File: src/rtl/tap_window_serializer.sv
// tap_window_serializer
//   Accepts a full tap window (NUM_REGS samples) in one valid/ready handshake.
//   Replays the window one sample per cycle, tap 0 first.
//   A one-window pending buffer lets the next window be accepted while the
//   current one drains, so consecutive windows stream with no bubble.
//
// Ports
//   clk, rst          clock; synchronous active-high reset
//   pDataIn           parallel tap window, element 0 = newest sample
//   inValid/inReady   input handshake (inReady = !pendValid && !rst)
//   sDataOut          current serial sample, active[idx]
//   outValid/outReady output handshake
//   outIdx            tap index of sDataOut
//   outFirst/outLast  first / last beat of a window
//   busy              active or pending window held
//   winCount          completed windows, 16-bit wrapping

`ifndef NUM_REGS
`define NUM_REGS 8
`endif
`ifndef DATA_WIDTH
`define DATA_WIDTH 16
`endif

// One tap's storage: the active sample plus its pending copy.
module tap_window_lane #(
  parameter int DATA_WIDTH = 16
) (
  input  logic                  clk,
  input  logic                  rst,
  input  logic                  ld_act_in,
  input  logic                  ld_act_pend,
  input  logic                  ld_pend,
  input  logic [DATA_WIDTH-1:0] din,
  output logic [DATA_WIDTH-1:0] act
);
  logic [DATA_WIDTH-1:0] pend;

  always_ff @(posedge clk) begin
    if (rst) begin
      act  <= '0;
      pend <= '0;
    end else begin
      if (ld_act_in)        act <= din;
      else if (ld_act_pend) act <= pend;
      if (ld_pend)          pend <= din;
    end
  end
endmodule

module tap_window_serializer #(
  parameter int NUM_REGS   = `NUM_REGS,
  parameter int DATA_WIDTH = `DATA_WIDTH,
  localparam int IDX_W     = (NUM_REGS > 1) ? $clog2(NUM_REGS) : 1
) (
  input  logic                                 clk,
  input  logic                                 rst,
  input  logic [0:NUM_REGS-1][DATA_WIDTH-1:0]  pDataIn,
  input  logic                                 inValid,
  output logic                                 inReady,
  output logic [DATA_WIDTH-1:0]                sDataOut,
  output logic                                 outValid,
  input  logic                                 outReady,
  output logic [IDX_W-1:0]                     outIdx,
  output logic                                 outFirst,
  output logic                                 outLast,
  output logic                                 busy,
  output logic [15:0]                          winCount
);
  localparam logic [IDX_W-1:0] LAST_IDX = IDX_W'(NUM_REGS - 1);

  logic                  activeValid, pendValid;
  logic [IDX_W-1:0]      idx;
  logic [DATA_WIDTH-1:0] act [NUM_REGS];
  logic                  push, pop, done;
  logic                  ld_act_in, ld_act_pend, ld_pend;

  assign inReady = !pendValid && !rst;
  assign push    = inValid && inReady;
  assign pop     = activeValid && outReady;
  assign done    = pop && (idx == LAST_IDX);

  // Fresh window goes straight to active when the slot is empty or frees up
  // this cycle with nothing pending; otherwise it parks in pend. A push can
  // never coincide with done && pendValid because inReady is low then.
  assign ld_act_in   = push && (!activeValid || (done && !pendValid));
  assign ld_act_pend = done && pendValid;
  assign ld_pend     = push && activeValid && !done;

  for (genvar g = 0; g < NUM_REGS; g++) begin : g_lane
    tap_window_lane #(.DATA_WIDTH(DATA_WIDTH)) u_lane (
      .clk        (clk),
      .rst        (rst),
      .ld_act_in  (ld_act_in),
      .ld_act_pend(ld_act_pend),
      .ld_pend    (ld_pend),
      .din        (pDataIn[g]),
      .act        (act[g])
    );
  end

  always_ff @(posedge clk) begin
    if (rst) begin
      activeValid <= 1'b0;
      pendValid   <= 1'b0;
      idx         <= '0;
      winCount    <= '0;
    end else if (!activeValid) begin
      if (push) begin
        activeValid <= 1'b1;
        idx         <= '0;
      end
    end else if (!done) begin
      if (pop)  idx       <= idx + 1'b1;
      if (push) pendValid <= 1'b1;
    end else begin
      winCount <= winCount + 16'd1;
      idx      <= '0;
      if (pendValid)  pendValid   <= 1'b0;
      else if (!push) activeValid <= 1'b0;
    end
  end

  assign sDataOut = act[idx];
  assign outValid = activeValid;
  assign outIdx   = idx;
  assign outFirst = activeValid && (idx == '0);
  assign outLast  = activeValid && (idx == LAST_IDX);
  assign busy     = activeValid || pendValid;
endmodule

File: config.mk
export PLATFORM = sky130hd
export DESIGN_NAME = tap_window_serializer
export DESIGN_NICKNAME = d
export VERILOG_FILES = /design/src/rtl/tap_window_serializer.sv
export SDC_FILE = /design/constraint.sdc
export NUM_CORES = 1
export LEC_CHECK = 0
export ABC_CLOCK_PERIOD_IN_PS = 3560
export CAP_MARGIN = 20
export CORE_MARGIN = 2
export CORE_UTILIZATION = 49
export CTS_CLUSTER_DIAMETER = 30
export CTS_CLUSTER_SIZE = 12
export DETAILED_ROUTE_END_ITERATION = 8
export PLACE_DENSITY = 0.7
export SYNTH_ARGS = -nofsm -noshare
export SYNTH_HDL_FRONTEND = slang
export SYNTH_HIERARCHICAL = 1
export SYNTH_SLANG_ARGS = --single-unit
File: constraint.sdc
create_clock -name clk -period 3.56 [get_ports clk]
set_clock_uncertainty 0.1 [all_clocks]
set_input_delay 0.712 -clock clk [delete_from_list [all_inputs] [get_ports clk]]
set_output_delay 0.712 -clock clk [all_outputs]
set_load 0.005 [all_outputs]
### Word-level counts from Yosys, hierarchy flattened

Cells that the tools add are included.

| word-level totals | value |
|---|---|
| flip-flop bits (word level) | 277 |
| input port bits | 132 |

| operators by class | value |
|---|---|
| add/sub/neg operators | 2 |
| mux-type cells | 29 |
| magnitude comparators | 1 |
| bitwise gates (word level) | 1 |
| reductions and logical operators | 24 |
| equality and inequality tests | 2 |

Operators with widths:

| operator | count |
|---|---|
| 2-to-1 mux 16 bit | 18 |
| binary-select mux 16 bit (select 3 bit) | 1 |
| adder 16 x 1 -> 16 bit (second input constant) | 1 |
| 2-to-1 mux 3 bit | 4 |
| logical AND 1 bit | 11 |
| 2-to-1 mux 1 bit | 6 |
| AND reduction 2 bit | 3 |
| nonzero test 2 bit | 3 |
| >= comparator 4 bit (second input constant) | 1 |
| logical NOT 1 bit | 4 |
| inverter 3 -> 4 bit | 1 |
| adder 3 x 1 -> 3 bit (second input constant) | 1 |
| equality test 3 bit (second input constant) | 1 |
| logical NOT 3 bit | 1 |
| inequality test 3 x 1 -> 1 bit (second input constant) | 1 |
| logical OR 1 bit | 2 |

### Longest topological paths before layout

| logic depth | value |
|---|---|
| depth in word-level cells | 7 |
| gate-level depth with buffers | 9 |
| gate-level depth less buffers | 7 |

### Cells and area by module

Netlist, hierarchy kept.

By module, submodules not included:

| module | area each (um2) | times used | cells an instance |
|---|---|---|---|
| tap_window_lane | 1370.1 | 8 | 122 |
| tap_window_serializer | 1955.6 | 1 | 180 |

### Worst setup path after synthesis

Ideal clock, no wire load.

| path | value |
|---|---|
| path kind | register to register |
| start | register idx[0] (netlist: outIdx[0]) |
| end | register g_lane[0].u_lane.act[10] |
| library setup time | 0.079 ns |
| period minus slack after synthesis | 2.852 ns |
| path buffers | 2 |
| path slack | 0.708 ns |
| arrival time | 2.673 ns |
| cell stages (with the launch flop) | 10 |
| cell sequence | dfxtp_1 > ha_1 > ha_1 > nand3_2 > clkbuf_1 > o21ai_0 > and2_1 > inv_1 > buf_4 > a211oi_2 |

| between the ends | value |
|---|---|
| word-level cells in the longest chain between the ends | 6 |
| elaborated cells on any way between the ends | 8 |
| those cells by class | eq/ne: 1; mux: 1; reduce/logical: 6 |

RTL lines:

| what | line | text |
|---|---|---|
| start, declared | 73 | `logic [IDX_W-1:0] idx;` |
| start signal, assigned | 114 | `if (pop) idx <= idx + 1'b1;` |
| equality test 3 bit (*) | 81 | `assign done = pop && (idx == LAST_IDX);` |
| logical AND 1 bit (*) | 81 |  |
| logical AND 1 bit (*) | 86 | `assign ld_act_in = push && (!activeValid \|\| (done && !pendValid));` |
| logical OR 1 bit (*) | 86 |  |
| logical AND 1 bit (*) | 86 |  |
| named net ld_act_in | 76 | `logic ld_act_in, ld_act_pend, ld_pend;` |
| 2-to-1 mux 16 bit or nonzero test 2 bit (tied branches) | n/a |  |
| end signal, assigned | 44 | `if (ld_act_in) act <= din;` |
| end signal, assigned | 45 | `else if (ld_act_pend) act <= pend;` |
| end, declared | 35 | `output logic [DATA_WIDTH-1:0] act` |

Mark *: on every way through the listed nets, which the timed path passes. The rest lies on a longest branch.
A chain may end at the register's enable or synchronous reset.

### Worst setup path after layout

| path | value |
|---|---|
| start | register idx[0] (netlist: outIdx[0]) |
| end | output sDataOut[11] |

| between the ends | value |
|---|---|
| word-level cells in the longest chain between the ends | 4 |

RTL lines:

| what | line | text |
|---|---|---|
| inverter 3 -> 4 bit (not written as such) | 124 | `assign sDataOut = act[idx];` |
| binary-select mux 16 bit (select 3 bit) | 124 |  |
| 2-to-1 mux 16 bit (not written as such) (2 in series) | 124 |  |
| end, declared | 61 | `output logic [DATA_WIDTH-1:0] sDataOut,` |

No other way between the ends. The select of a mux whose other input is x is not followed.

==> out/metrics.csv <==
metric;value;unit
status;complete, no violations;
critPathMaxStageDelay;0.61;ns
setup_viol;0;
placed_cell_area;14700;um^2
cts-resized-gates;0;
grt_max_degree;72;
p_leak;5.58;nW
max-vdd-ir-drop;0.345;mV
layout_commonest_cell;dfxtp_1;
drt_iter0_markers;674;
grt_pass1_vias;9299;
finalSetupTns;0;ns
seqPwrFrac;35.0;%
final_antenna_net_count;0;
routabilityCongestion;0.838;
via_per_inst;5.48;
drive_above_1_share;18.5;%
hp-class;flop to flop;
die_w;166;um
tightest_slew;0.891;ns
clockPowerShare;56.2;%
core_area;26000;um^2
swShare;22.5;%
rsz0062_at_grt;no;
num_rows;59;
postCtsHoldBufs;0;
hold_slack;0.381;ns
ys_seq_area_share;42.9;%
syn_area;12900;um^2
track_usage;23.8;%
cp.required;2.75;ns
antenna_found_initial;0;
cp_slowest_cell;mux4_2;
power;9.66;mW
ys_seq_elements;277;
clockRootBuffer;clkbuf_16;
cts_setup_buffers;0;
routed_wl;33300;um
initial_core_util;49.7;%
end_kind;primary output;
comb_power_share;8.8;%
power_switching;2.18;mW
n_fill_cell;2042;
powerDensity;580;nW/um^2
fp.dieH;166;um
synth.distinct_cells;39;
numPortBuffers;171;
critPathArrivalTime;2.50;ns
num_vias;9304;
h-tree-depth;2;
cts_tree;built;
finalCritPeriodShare;92.9;%
synth_ff_type;dfxtp_1;
drc;0;
dr.pass1.iters;4;
finalHoldViolCount;0;
cp_max_fo;27;
slew_violations;0;
grt_overflow;0;
cts_buffers;55;
min_period;3.31;ns
crit_path_start_kind;flop;
postSynthAreaPerCell;11.2;um^2
path_clk_slew;0.05;ns
cts_buffer_depth;3;
crit_family;multiplexers;
fin_area;16700;um^2
synth_edf_count;0;
wl_per_cell;19.6;um
clock_sink_count;277;
dp.cells;1598;
clock_latency;0.55;ns
grt_pass1_wl;52400;um
relSlewSlack;40.6;%
cp.buffers_inverters;2;
syn-num-nets;1292;
layout.nets;1456;
layout.cells.non_filler;1699;
drv_cap;0;
dp_hpwl;22700;um
syn2layout_area_growth;28.9;%
yosys_warnings;6;
internal_power;7.49;mW
ys_async_sr_fraction;0;%
fp.dieArea;27700;um^2
final_cell_mix;276 x dfxtp_1, 256 x mux2i_1, 170 x clkdlybuf4s50_1;
antenna_cells;0;
fmax;0.302;GHz
io-pin-count;172;
worstSetupPathType;flop to primary output;
cp_cell_sequence;buf_12 > mux4_2 > mux2_2 > clkdlybuf4s50_1;
netlist_instances;1156;
-- worst paths after layout --
| path | start | endpoint | slack [ns] | depth (start not counted) |
|---|---|---|---|---|
| max | outIdx[0] | sDataOut[11] | 0.25 | 4 |
| min | winCount[15] | winCount[15] | 0.38 | 2 |
| max reg2reg | outIdx[0] | g_lane[7].u_lane/act[13] | 0.52 | 8 |
| min reg2reg | winCount[15] | winCount[15] | 0.38 | 2 |
-- flip-flops by register name, summed over array words and instances (netlist names) --
signal	count
pendValid	1
g_lane.u_lane/act	128
g_lane.u_lane/pend	128
winCount	16
outIdx	3
outValid	1
-- logic make-up after synthesis --
group | count (synthesis) | synth area share [%]
multiplexers | 304 | 26.8
AO/OA/AOI/OAI | 150 | 11.5
XOR/XNOR | 8 | 0.542
adder cells (fa/ha/maj) | 4 | 0.387
AND/OR/NAND/NOR | 311 | 12.3
buffers and inverters | 102 | 5.57
flip-flops | 277 | 42.9
-- per-stage QoR --
step	worst slack (ns)	util, %
2_1_floorplan	0.708	-
3_3_place_gp	0.371	56.5
3_5_place_dp	0.296	56.5
4_1_cts	0.228	64.1
5_1_grt	0.162	64.1
6_report	0.251	64.1
-- metal layers --
layer | track usage [%] | routed length (um) | vias to the layer above
met5 | 0 | 0 | -
met1 | 34.7 | 16100 | 4527
met2 | 35.4 | 14500 | 241
met4 | 8.32 | 950 | 0
met3 | 4.27 | 1690 | 47
li1 | - | - | 4489
-- cells in the mapped netlist (2+ instances only) --
cell      number  area share (%)
or3_1          6            0.29
xnor2_1        6            0.41
nor3_1         3            0.12
xor2_1         2            0.14
buf_4         16            0.93
a211oi_2      80             7.7
nand4_1        3            0.15
mux4_2        32             5.6
or4_1          3            0.17
clkbuf_1      26            0.76
and3_1         2           0.097
nor2b_1      128             6.2
buf_6         16             1.4
o21ai_0        8            0.31
nor4_1         2           0.097
nand2_1        7            0.20
nand3_1        4            0.15
mux2i_1      256              20
ha_1           4            0.39
buf_2         21            0.81
inv_1         14            0.41
buf_12         8             1.2
a211oi_1      48             2.8
dfxtp_1      277              43
nor2_1       143             4.2
a21oi_1       10            0.39
mux2_2        16             1.4
and2_1         4            0.19
-- worst min-delay path: stages, from the launching register on --
cell and delay, ns:
dfxtp_1 0.31, o31ai_1 0.06, a21oi_1 0.05
-- power groups by stage --
stage               Clock, mW  Combinational, mW  Sequential [mW]
global placement            0              0.838             3.43
detailed placement          0              0.852             3.44
global route             5.65              0.920             3.39
floorplan                   0              0.521             3.37
CTS                      5.50              0.858             3.38
finish                   5.43              0.852             3.38
-- area by class of cell --
class	count	area [um^2]	area share, %
Clock buffer	68	1460	8.74
Clock inverter	33	508	3.05
Inverter	14	52.6	0.316
Multi-Input combinational cell	777	6660	40.0
Sequential cell	277	5550	33.3
Tap cell	335	419	2.52
Timing Repair Buffer	195	2010	12.1
(Power assumes the default switching activity.)
==> patch (config.mk and constraints unchanged) <==
Reset style: asynchronous (`rst`), changed in 2 clocked blocks. Comments in the files are not updated.
--- a/src/rtl/tap_window_serializer.sv
+++ b/src/rtl/tap_window_serializer.sv
@@ -36,7 +36,7 @@
 );
   logic [DATA_WIDTH-1:0] pend;
 
-  always_ff @(posedge clk) begin
+  always_ff @(posedge clk or posedge rst) begin
     if (rst) begin
       act  <= '0;
       pend <= '0;
@@ -99,7 +99,7 @@
     );
   end
 
-  always_ff @(posedge clk) begin
+  always_ff @(posedge clk or posedge rst) begin
     if (rst) begin
       activeValid <= 1'b0;
       pendValid   <= 1'b0;
Behaviour: differs if rst is asserted again (counterexample within 4 cycles, from zero or initial values and one cycle with rst high); with rst held inactive, the same outputs for 4 cycles.
==> patch against the unedited design <==
- die area rose by 2.9%
- setup slack got worse by 0.21 ns
- synthesized area rose by 2.9%
- sequential cell count unchanged
- non-clock buffer count rose by 1
- wire length down 2.0%
- synthesized cell count shrank 15%
- cell area up 1.6%
- critical endpoint is now sDataOut[7]
Power is not compared: it rests on default switching activity, and its combinational part moved more than twofold at a synthesized area within 25%.
==> patch: results (changes against the unedited design) <==
- Status: completed
- Ys async rst share: 100.0% (+100 points)
- Syn Nets: 1122 (-13%)
- Layout cells sized above 1: 22.73% (+4.2 points)
- Critical Path AT: 2.70 ns (+0.20 ns)
- Pre-CTS worst setup slack: 0.5335 ns (+0.2372 ns)
- Area contributors post-synth: dfrtp_1 52%, mux2i_1 9.6%, mux2_4 9.0%
- CP top delay family: multiplexers
- Reg2Reg Depth: 8 (unchanged)
- FF-to-FF setup slack: 0.73 ns (+0.21 ns)
- Largest fanout on the critical path: 36 (+33%)
- Fill count: 1955 (-4.3%)
- HPWL Detailed: 21600 um (-5.0%)
- CTS root buffer: clkbuf_16
- Worst-Margin Slew: 0.5574 ns (-0.3336 ns)
- Reg clk slew, reported paths: 0.06 ns
- Total CTS buffers: 52 (-5.5%)
- Final GP Congestion: 0.8434 (+0.67%)
- P_int: 10840 uW
- I/O Buffers: 171 (unchanged)
- Distinct cells, synth: 36 (-7.7%)
- Final std cells w/o fill: 1552 (-8.7%)
- Worst hold slack: 0.3795 ns (-0.001079 ns)
- DRT iter0 DRCs: 820 (+22%)
- Post-Syn Area per Cell: 13.49 um^2 (+21%)
- Post-CTS sizing: 0 (unchanged)
- H-tree lvl count: 2 (unchanged)
- DR pass1 iterations: 5 (+1)
- Maximum buffer depth of the clock tree: 3 (unchanged)
- Clock latency on the worst-skew pair: 0.55 ns (about the same)
- Synth cell count leaders: 277 x dfrtp_1, 147 x nand2_1, 128 x mux2i_1
- Vias in the first global route: 8618 (-7.3%)
- Total number of yosys warnings: 6 (unchanged)
- Crit-path max cell delay: 0.73 ns (+0.12 ns)
- Part of the Yosys area used for sequential elements: 52.13% (+9.2 points)
- DR vias/cell: 5.536 (+1.1%)
- Placed inst area: 15030 um^2 (+2.3%)
- Pleak: 0.007066 uW
- Origin of the worst setup path: outIdx[0]
- Hold endpoint: winCount[15]
- Post-CTS setup buffers: 0 (unchanged)
- R2R Path End: g_lane[1].u_lane/pend[9]
- Worst vdd rail ir drop: 0.0004956 V
- First-pass GRT wire length: 50830 um (-3.1%)
- Biggest regs: g_lane.u_lane/act (128), g_lane.u_lane/pend (128), winCount (16)
- Number of nets in the layout: 1304 (-10%)
- Largest net degree at the start of global routing: 129 (+79%)
- Routed len/inst: 21.04 um (+7.3%)
- Placed insts: 1455 (-8.9%)
- CP max-delay cell: mux4_1
- Hold path depth: 1 (-1)
- Min-delay src: winCount[15]
- Total GRT Usage: 23.26% (-0.50 points)
- Worst min path class: reg -> reg
- Antenna violations before repair: 1 (+1)
patch: metal layers:
layer / wire length (um) / track usage (%) / vias up
met1: 15640 / 35.81 / 4368
met4: 805 / 7.459 / 0
met5: 0 / 0 / -
met2: 14330 / 33.16 / 299
li1: - / - / 3888
met3: 1886 / 4.583 / 37
patch: cell families after synthesis:
kind of cell | after synthesis | synth area share, %
XOR/XNOR | 15 | 0.9880
AO/OA/AOI/OAI | 133 | 5.100
AND/OR/NAND/NOR | 171 | 5.458
buffers and inverters | 81 | 5.590
adder cells (fa/ha/maj) | 4 | 0.3764
flip-flops | 277 | 52.13
multiplexers | 305 | 30.36
patch: layout make-up:
type	instances	area [um^2]	share of cell area, %
clock inverter	31	432.9	2.559
sequential	277	6933	40.98
timing repair buffer	196	1987	11.74
multi-input combinational	628	5637	33.32
inverter	13	48.80	0.2884
tap	341	426.7	2.522
antenna	1	2.502	0.01479
clock buffer	65	1451	8.579
patch: how the worst max path moves through the flow:
stage | to | slack (ns) | cells after the start
after floorplan | g_lane[0].u_lane/pend[0] | 0.56 | 8
after global routing | sDataOut[9] | 0.02 | 4
after global placement | g_lane[5].u_lane/pend[10] | 0.61 | 6
after detailed placement | g_lane[2].u_lane/pend[7] | 0.53 | 7
final | sDataOut[7] | 0.04 | 4
after CTS | sDataOut[7] | 0.05 | 4
patch: power by group through the flow:
| stage | combinational (uW) | sequential (uW) | clock, uW |
|---|---|---|---|
| finish | 4360 | 5720 | 5210 |
| detailed placement | 4350 | 5660 | 0 |
| CTS | 4380 | 5700 | 5280 |
| floorplan | 3130 | 5170 | 0 |
| global placement | 4200 | 5630 | 0 |
| global route | 4660 | 5870 | 5430 |
